File: src/rtl/circuit_cmd_pkg.sv
// rtl/circuit_cmd_pkg.sv - shared constants, element type and FSM states for the circuit command writer
package circuit_cmd_pkg;

   localparam int MAX_CMDS = 1024;
   localparam int SCREEN_W = 640;
   localparam int SCREEN_H = 480;

   localparam logic [2:0] TYPE_WIRE      = 3'd0;
   localparam logic [2:0] TYPE_VSOURCE   = 3'd1;
   localparam logic [2:0] TYPE_CAPACITOR = 3'd2;
   localparam logic [2:0] TYPE_RESISTOR  = 3'd3;
   localparam logic [2:0] TYPE_DOT       = 3'd4;

   localparam int TYPE_MSB   = 47;
   localparam int TYPE_LSB   = 45;
   localparam int ORIENT_BIT = 44;
   localparam int X0_MSB     = 43;
   localparam int X0_LSB     = 34;
   localparam int Y0_MSB     = 33;
   localparam int Y0_LSB     = 25;
   localparam int X1_MSB     = 24;
   localparam int X1_LSB     = 15;
   localparam int Y1_MSB     = 14;
   localparam int Y1_LSB     = 6;

   localparam logic [2:0] ST_IDLE      = 3'd0;
   localparam logic [2:0] ST_COLLECT   = 3'd1;
   localparam logic [2:0] ST_LAUNCH    = 3'd2;
   localparam logic [2:0] ST_WAIT_DRAW = 3'd3;
   localparam logic [2:0] ST_DONE      = 3'd4;

   typedef struct packed {
      logic [2:0] etype;
      logic       orient;
      logic [9:0] x0;
      logic [8:0] y0;
      logic [9:0] x1;
      logic [8:0] y1;
   } element_t;

endpackage

File: src/rtl/cmd_pack.sv
// rtl/cmd_pack.sv - combinational element-to-command packer and legality check
// CMDW_BOUNDS_CHECK_EN adds the on-screen coordinate check to the legality result.
module cmd_pack
   import circuit_cmd_pkg::*;
(
   input  element_t    elem,
   output logic [47:0] cmd,
   output logic        legal
);

   always_comb begin
      cmd = '0;
      cmd[TYPE_MSB:TYPE_LSB] = elem.etype;
      cmd[ORIENT_BIT]        = elem.orient;
      cmd[X0_MSB:X0_LSB]     = elem.x0;
      cmd[Y0_MSB:Y0_LSB]     = elem.y0;
      cmd[X1_MSB:X1_LSB]     = elem.x1;
      cmd[Y1_MSB:Y1_LSB]     = elem.y1;

      legal = (elem.etype <= TYPE_DOT);
`ifdef CMDW_BOUNDS_CHECK_EN
      if ((elem.x0 >= 10'(SCREEN_W)) || (elem.x1 >= 10'(SCREEN_W)) ||
          (elem.y0 >= 9'(SCREEN_H))  || (elem.y1 >= 9'(SCREEN_H)))
         legal = 1'b0;
`endif
   end

endmodule

File: src/rtl/circuit_cmd_writer.sv
// rtl/circuit_cmd_writer.sv - packs parser elements into draw commands, writes them to RAM, launches the drawer
// Optional macro CMDW_BOUNDS_CHECK_EN enables screen bounds filtering inside cmd_pack.
module circuit_cmd_writer
   import circuit_cmd_pkg::*;
(
   input  logic        clk,
   input  logic        program_reset,
   input  logic        build_start,
   input  logic        in_valid,
   output logic        in_ready,
   input  logic [2:0]  in_type,
   input  logic        in_orient,
   input  logic [9:0]  in_x0,
   input  logic [9:0]  in_x1,
   input  logic [8:0]  in_y0,
   input  logic [8:0]  in_y1,
   input  logic        in_last,
   output logic [9:0]  processor_addr,
   output logic        processor_wren,
   output logic [47:0] processor_in,
   output logic        ram_owned,
   output logic [9:0]  numCommands,
   output logic        cmds_full,
   output logic        start_process,
   input  logic        end_process,
   output logic        build_done,
   output logic        overflow,
   output logic [9:0]  drop_count
);

   logic [2:0]  state;
   logic [10:0] count;
   logic        last_taken;
   logic        stg_valid;
   logic        stg_legal;
   logic        stg_last;
   logic [47:0] stg_cmd;

   element_t    elem;
   logic [47:0] packed_cmd;
   logic        elem_legal;
   logic        accept;
   logic        do_write;

   assign elem = '{etype: in_type, orient: in_orient, x0: in_x0, y0: in_y0, x1: in_x1, y1: in_y1};

   cmd_pack u_pack (
      .elem  (elem),
      .cmd   (packed_cmd),
      .legal (elem_legal)
   );

   // Once in_last is taken the parser is done; stop accepting until the next build.
   assign in_ready       = (state == ST_COLLECT) && !last_taken;
   assign accept         = in_valid && in_ready;
   assign cmds_full      = (count == 11'(MAX_CMDS));
   assign do_write       = stg_valid && stg_legal && !cmds_full;
   assign processor_wren = do_write;
   assign processor_addr = count[9:0];
   assign processor_in   = do_write ? stg_cmd : 48'd0;
   assign numCommands    = count[9:0];
   assign ram_owned      = (state == ST_COLLECT);
   assign start_process  = (state == ST_LAUNCH);
   assign build_done     = (state == ST_DONE);

   always_ff @(posedge clk) begin
      if (program_reset) begin
         state      <= ST_IDLE;
         count      <= '0;
         last_taken <= 1'b0;
         stg_valid  <= 1'b0;
         stg_legal  <= 1'b0;
         stg_last   <= 1'b0;
         stg_cmd    <= '0;
         overflow   <= 1'b0;
         drop_count <= '0;
      end else begin
         stg_valid <= accept;
         if (accept) begin
            stg_cmd   <= packed_cmd;
            stg_legal <= elem_legal;
            stg_last  <= in_last;
         end

         if (do_write)
            count <= count + 11'd1;
         if (stg_valid && stg_legal && cmds_full)
            overflow <= 1'b1;
         if (stg_valid && !stg_legal && (drop_count != 10'h3FF))
            drop_count <= drop_count + 10'd1;

         // The final element's write lands in the last COLLECT cycle, so LAUNCH sees the final count.
         case (state)
            ST_IDLE: begin
               if (build_start) begin
                  state      <= ST_COLLECT;
                  count      <= '0;
                  overflow   <= 1'b0;
                  drop_count <= '0;
                  last_taken <= 1'b0;
               end
            end
            ST_COLLECT: begin
               if (accept && in_last)
                  last_taken <= 1'b1;
               if (stg_valid && stg_last)
                  state <= ST_LAUNCH;
            end
            ST_LAUNCH:    state <= ST_WAIT_DRAW;
            ST_WAIT_DRAW: if (end_process) state <= ST_DONE;
            ST_DONE: begin
               state      <= ST_IDLE;
               last_taken <= 1'b0;
            end
            default:      state <= ST_IDLE;
         endcase
      end
   end

endmodule
File: config.mk
export PLATFORM = sky130hd
export DESIGN_NAME = circuit_cmd_writer
export DESIGN_NICKNAME = d
export VERILOG_FILES = /design/src/rtl/circuit_cmd_pkg.sv /design/src/rtl/cmd_pack.sv /design/src/rtl/circuit_cmd_writer.sv
export SDC_FILE = /design/constraint.sdc
export NUM_CORES = 1
export LEC_CHECK = 0
export CAP_MARGIN = 20
export CORE_ASPECT_RATIO = 0.9
export CORE_UTILIZATION = 48
export DETAILED_ROUTE_END_ITERATION = 7
export PLACE_DENSITY = 0.93
export REMOVE_ABC_BUFFERS = 1
export SYNTH_ARGS = -nofsm -noshare
export SYNTH_HDL_FRONTEND = slang
export SYNTH_SLANG_ARGS = --single-unit
File: constraint.sdc
create_clock -name clk -period 4.8 [get_ports clk]
set_clock_uncertainty 0.1 [all_clocks]
set_input_delay 0.96 -clock clk [delete_from_list [all_inputs] [get_ports clk]]
set_output_delay 0.96 -clock clk [all_outputs]
set_load 0.05 [all_outputs]
==> reports/qor.csv, run 1 <==
stage;metric;value;unit
synth;Commonest cells post-synth;71 x dfxtp_1, 60 x nand3_1, 54 x a21oi_1;
worst_setup_path;WP buf/inv;3;
clocking;CTS buffer count;9;
die;Die Height;84.8;µm
sta;Hold Vio Cnt, Final;0;
grt;met1 GRT Util;28.6;%
die;initial core utilization;50.6;%
place;Final HPWL DP;6210;µm
synth;Synth top area share;38.9;%
sta;unrepaired setup endpoints after global routing;no;
sta;Fmax achieved;261;MHz
drt;total number of vias;3504;
drt;drt drc;0;
sta;Relative slew margins;57.3;%
synth;Yosys top cell by area;dfxtp_1;
worst_setup_path;Setup Crit Path Kind;reg -> out;
drt;first-pass iteration count of the detailed router;4;
worst_setup_path;R2R Setup Slk;2.74;ns
clocking;post_cts resized;0;
pwr;PnR Total Power;1270;µW
synth;Top FF cell, synth;dfxtp_1;
grt;total grt overflow;0;
min_path;sink of the worst hold path;stg_cmd[36];
grt;initial antenna violation count;0;
worst_setup_path;Worst Path Arrival;2.77;ns
grt;maximum number of pins on one net before global-route repair;51;
grt;met2 Usage GRT;39.5;%
cells_and_area;Synth-to-Final Area Change;33.4;%
worst_setup_path;critical path, cell by cell;inv_1, ha_1, nor2b_1, a31oi_4, buf_4, and2_1, clkdlybuf4s50_1;
place;port buffer count;126;
die;# rows;29;
min_path;hold path start;stg_cmd[36];
sta;smallest hold slack;0.372;ns
clocking;CTS clk-pin slew, worst paths;0.08;ns
synth;synthesized flop and latch total;71;
grt;vias in the first global route;3234;
clocking;clk buf depth;2;
clocking;# clock sinks;71;
die;core area;0.00722;mm²
synth;top cells by area, synth;dfxtp_1 39%, nand3_1 8.2%, and2_1 7.7%;
flow_run;max cap viols;0;
sta;max-slew violations;0;
run_status;run status;finished, final reports clean;
grt;met3 usage;7.88;%
grt;global-route usage over all layers;23.8;%
grt;first-pass GRT wire length;15200;µm
worst_setup_path;CP max-delay cell;clkdlybuf4s50_1;
worst_setup_path;Worst path max stage delay;0.81;ns
synth;asr flop ratio synth;0;%
clocking;H-tree Lvls;3;
die;die width;94.0;µm
worst_setup_path;Setup crit start kind;flip-flop;
min_path;hold depth;2;
drt;Total Wirelength;9440;µm
clocking;CTS Hold Buffers Added;0;
die;I/O Pins;133;
clocking;clk root buf;clkbuf_8;
place;RD Place Congestion;0.846;
synth;sequential area share after synthesis;38.9;%
worst_setup_path;Req. time, crit path;3.74;ns
worst_setup_path;reg2reg start;state[2];
worst_setup_path;crit path capture type;primary output;
pwr;Cell Pwr Density;261;mW/mm²
worst_setup_path;Top delay family on crit path;buffers and inverters;
sta;Final setup viols;0;
synth;Synth Area per Inst;8.31;µm²
clocking;worst skew pair latency;0.34;ns
synth;number of flops mapped to enable cells by yosys;0;
cells_and_area;utilization after layout;67.6;%
drt;via-per-instance ratio;5.66;
drt;ANT nets after route;0;
sta;Slew @ Worst Pin;0.636;ns
cells_and_area;Layout Nets;572;
pwr;P_leak;0.00163;µW
min_path;Hold Crit Class;reg -> reg;
grt;GR peak layer;met2;
worst_setup_path;worst r2r path cells;3;
die;Die Footprint;0.00797;mm²
sta;post-layout min period;3.83;ns
synth;mapped cell area;0.00366;mm²
synth;count leader, synth;dfxtp_1;
synth;post-synthesis cell count;440;
sta;final period utilization;79.7;%
worst_setup_path;crit path max fanout;45;
worst_setup_path;R2R Path End;drop_count[4];
synth;post-synthesis cell type count;45;
clocking;# Post-CTS Setup Buffers;0;
synth;Yosys Warn Count;0;
drt;drt wl/cell;15.2;µm
cells_and_area;ANT cells;0;
clocking;TritonCTS clock tree;done;
pwr;maximum vdd drop;0.162;mV
sta;total negative slack;0;ns
drt;DR iter-0 viols;158;
cells_and_area;layout cell share with drive strength beyond 1;4.94;%
report_power, final:
group / leakage, µW / switching, µW / internal [µW]
Clock: 0.000109 / 226 / 284
Combinational: 0.000946 / 82.4 / 59.5
Sequential: 0.000576 / 12.6 / 607
area by class of cell:
cell class	instances	area, µm²
fillers	580	2340
multi-input cells	300	1770
flip-flops and latches	71	1420
repair buffers	130	1310
clock buffers	12	165
well taps	93	116
clock inverters	4	51.3
inverters	9	46.3
flip-flops by register name, indices dropped and copies added, names as in the netlist:
name        flops
stg_valid       1
stg_cmd        42
count          11
overflow        1
drop_count     10
last_taken      1
stg_legal       1
state           3
stg_last        1
worst reg2reg max path: stages (launching register included):
cell	delay (ns)
dfxtp_1	0.39
or4b_1	0.79
nand2_1	0.53
a211oi_1	0.12
routing by layer:
metal / routed length, µm / vias to the layer above
met1: 3970 / 1647
met3: 805 / 6
met2: 4550 / 149
met4: 107 / 0
met5: 0 / -
li1: - / 1702
cell usage in the layout, fill, tap and decap left out, types with 2 or more instances in the layout:
cell             synthesis  routed
a31oi_1                  2       2
o21ai_1                 13      13
nand4_1                  3       3
and2_1                  45      45
nor3b_1                  4       4
a311oi_1                 4       4
ha_1                     3       3
and3_1                   5       5
or4_1                    2       2
nor2_1                   3       3
dfxtp_1                 71      71
buf_4                   28       3
a21oi_1                 54      54
or3_1                    4       4
a211oi_1                 5       5
a2111oi_0                2       2
mux2i_1                  7       7
nor2b_1                  2       2
a41oi_1                  4       4
clkdlybuf4s50_1          0     125
nor4_1                   3       3
nand2_1                  8       8
o31ai_1                  3       3
inv_1                    8       8
nor3_1                   7       7
o21ai_0                 36      36
nand3_1                 60      60
conb_1                   1       6
nand3b_1                 4       4
clkbuf_8                 0      12
cells by family after synthesis:
kind of cell / share of synthesized area [%]
other: 0.103
adder cells (fa/ha/maj): 1.03
multiplexers: 1.92
AO/OA/AOI/OAI: 19.3
flip-flops: 38.9
AND/OR/NAND/NOR: 25.4
buffers and inverters: 13.4
worst max-delay path by stage:
stage	from	to	slack (ns)	cells past startpoint
4_1_cts	count[0]	processor_in[34]	0.95	7
6_report	count[0]	processor_in[34]	0.97	7
2_1_floorplan	count[0]	processor_in[10]	0.50	5
5_1_grt	count[0]	processor_in[19]	0.80	7
3_3_place_gp	count[0]	processor_in[14]	1.42	7
3_5_place_dp	count[0]	processor_in[23]	1.35	7
metrics by stage:
step | instances | area, µm² | worst slack [ns]
floorplan | 380 | 3230 | 0.498
global placement | 602 | 4630 | 1.42
detailed placement | 603 | 4660 | 1.35
CTS | 619 | 4880 | 0.954
global route | 619 | 4880 | 0.804
finish | 619 | 4880 | 0.972
Note: power is estimated with default switching activity, not from simulation.
==> run 2: changes to the inputs <==
--- a/config.mk
+++ b/config.mk
@@ -7,9 +7,9 @@
 export LEC_CHECK = 0
 export CAP_MARGIN = 20
 export CORE_ASPECT_RATIO = 0.9
-export CORE_UTILIZATION = 48
+export CORE_UTILIZATION = 45
 export DETAILED_ROUTE_END_ITERATION = 7
-export PLACE_DENSITY = 0.93
+export PLACE_DENSITY = 0.89
 export REMOVE_ABC_BUFFERS = 1
 export SYNTH_ARGS = -nofsm -noshare
 export SYNTH_HDL_FRONTEND = slang
==> constraint.sdc (replaced) <==
create_clock -name clk -period 3.6 [get_ports clk]
set_clock_uncertainty 0.1 [all_clocks]
set_input_delay 0.72 -clock clk [delete_from_list [all_inputs] [get_ports clk]]
set_output_delay 0.72 -clock clk [all_outputs]
set_load 0.05 [all_outputs]
==> run 2 against run 1 <==
Power rose by 33%; die area rose by 6.5%; critical path depth fell by 4; critical path type unchanged.
==> reports/qor.csv, run 2 (synthesis gave the netlist of run 1 again) <==
stage;metric;value;unit;change
run_status;run status;finished, final reports clean;;
clocking;post_cts resized;0;;unchanged
place;Final HPWL DP;6340;µm;+2.0%
worst_setup_path;crit path max fanout;45;;unchanged
pwr;maximum vdd drop;0.285;mV;+76%
sta;Slew @ Worst Pin;0.592;ns;-0.0437 ns
grt;global-route usage over all layers;22.5;%;-1.4 points
worst_setup_path;Setup Crit Path Kind;reg -> out;;
cells_and_area;commonest non-fill, non-tap cell in the layout;clkdlybuf4s50_1;;
grt;first-pass GRT wire length;15400;µm;+1.4%
place;RD Place Congestion;0.823;;-2.7%
clocking;CTS Hold Buffers Added;0;;unchanged
worst_setup_path;R2R Path End;drop_count[6];;
clocking;worst skew pair latency;0.34;ns;about the same
worst_setup_path;Req. time, crit path;2.78;ns;-0.96 ns
cells_and_area;Regs by FF count;stg_cmd: 42 flops, count: 11 flops, drop_count: 10 flops;;
sta;Relative slew margins;60.2;%;+2.9 points
min_path;hold depth;2;;unchanged
grt;vias in the first global route;3315;;+2.5%
drt;ANT nets after route;0;;unchanged
cells_and_area;max reg flops;42;;unchanged
drt;via-per-instance ratio;5.57;;-1.5%
worst_setup_path;worst r2r path cells;3;;unchanged
die;I/O Pins;133;;unchanged
cells_and_area;Layout Nets;573;;+0.17%
min_path;sink of the worst hold path;stg_cmd[43];;
sta;smallest hold slack;0.374;ns;+0.00235 ns
clocking;clk buf depth;2;;unchanged
clocking;clk root buf;clkbuf_8;;
clocking;CTS clk-pin slew, worst paths;0.08;ns;about the same
clocking;# Post-CTS Setup Buffers;0;;unchanged
sta;Final setup viols;0;;unchanged
die;Die Height;87.5;µm;+3.2%
die;core area;0.00769;mm²;+6.6%
sta;setup slack after layout;0.349;ns;-0.624 ns
place;Placed Instance Area;0.00455;mm²;-2.5%
drt;first-pass iteration count of the detailed router;4;;unchanged
die;Die Footprint;0.00849;mm²;+6.5%
sta;max-slew violations;0;;unchanged
drt;drt drc;0;;unchanged
cells_and_area;ANT cells;0;;unchanged
min_path;Hold Crit Class;reg -> reg;;
cells_and_area;fin area;0.00475;mm²;-2.6%
cells_and_area;Synth-to-Final Area Change;29.9;%;
worst_setup_path;crit path capture type;primary output;;
worst_setup_path;R2R Setup Slk;1.58;ns;-1.16 ns
sta;Hold Vio Cnt, Final;0;;unchanged
grt;total grt overflow;0;;unchanged
clocking;H-tree Lvls;3;;unchanged
worst_setup_path;Critical Path Start;state[0];;
sta;final period utilization;90.3;%;
place;port buffer count;126;;unchanged
die;initial core utilization;47.5;%;-3.1 points
drt;drt wl/cell;15.3;µm;+0.29%
pwr;P_leak;0.00171;µW;+5.0%
die;die width;97.0;µm;+3.2%
die;# rows;30;;+3.4%
pwr;Cell Pwr Density;356;mW/mm²;+37%
clocking;# clock sinks;71;;unchanged
worst_setup_path;Worst Path Arrival;2.43;ns;-0.34 ns
drt;DR iter-0 viols;125;;-21%
sta;unrepaired setup endpoints after global routing;no;;
place;pre-CTS WS;0.723;ns;-0.628 ns
sta;total negative slack;0;ns;unchanged
clocking;CTS buffer count;9;;unchanged
cells_and_area;layout cell share with drive strength beyond 1;12.7;%;+7.8 points
cells_and_area;Fillers;652;;+12%
drt;Total Wirelength;9530;µm;+0.94%
sta;Fmax achieved;308;MHz;
sta;post-layout min period;3.25;ns;
worst_setup_path;Setup crit start kind;flip-flop;;
grt;initial antenna violation count;0;;unchanged
worst_setup_path;reg2reg start;state[2];;
grt;maximum number of pins on one net before global-route repair;50;;-2.0%
clocking;TritonCTS clock tree;done;;
cells_and_area;register name with the most flops;stg_cmd;;
drt;total number of vias;3472;;-0.91%
cells_and_area;most frequent cells in the layout;82 x clkdlybuf4s50_1, 71 x dfxtp_1, 60 x nand3_1;;
flow_run;max cap viols;0;;unchanged
min_path;hold path start;stg_cmd[43];;
## run 2: worst max-delay path by stage
stage                       end  slack, ns  cells after the start
4_1_cts                in_ready       0.33                      3
5_1_grt                in_ready       0.26                      3
6_report               in_ready       0.35                      3
2_1_floorplan  processor_in[10]      -0.46                      5
3_5_place_dp           in_ready       0.72                      3
3_3_place_gp           in_ready       0.76                      3
## run 2: metrics by stage
step                      power (µW)  instances  utilization [%]
after floorplan                  928        380                -
after global placement          1030        607             59.1
after detailed placement        1030        607             59.1
after CTS                       1710        623             61.7
after global routing            1760        623             61.7
final                           1690        623             61.7
## run 2: layer usage
metal	vias to the layer above	wire length, µm	global-route usage, %
li1	1701	-	-
met1	1630	4110	25.9
met2	131	4440	36.7
met3	10	838	9.63
met4	0	130	10.0
met5	-	0	0
## run 2: final cells by class
| class | count | area (µm²) | share of cell area, % |
|---|---|---|---|
| Multi-Input combinational cell | 300 | 1770 | 37.3 |
| Sequential cell | 71 | 1420 | 29.9 |
| Tap cell | 96 | 120 | 2.53 |
| Inverter | 9 | 46.3 | 0.974 |
| Clock inverter | 4 | 70.1 | 1.47 |
| Clock buffer | 12 | 135 | 2.84 |
| Timing Repair Buffer | 131 | 1190 | 25.0 |
## run 2: power by group
part           leakage [µW]  switching [µW]  internal [µW]
sequential         0.000576            15.8            809
combinational       0.00103             111           77.9
clock              0.000104             290            389
total               0.00171             417           1280
## run 2: critical path, stage by stage (launching register included)
cell	delay (ns)
dfxtp_1	0.48
or4b_4	0.57
inv_12	0.18
clkdlybuf4s50_1	0.84
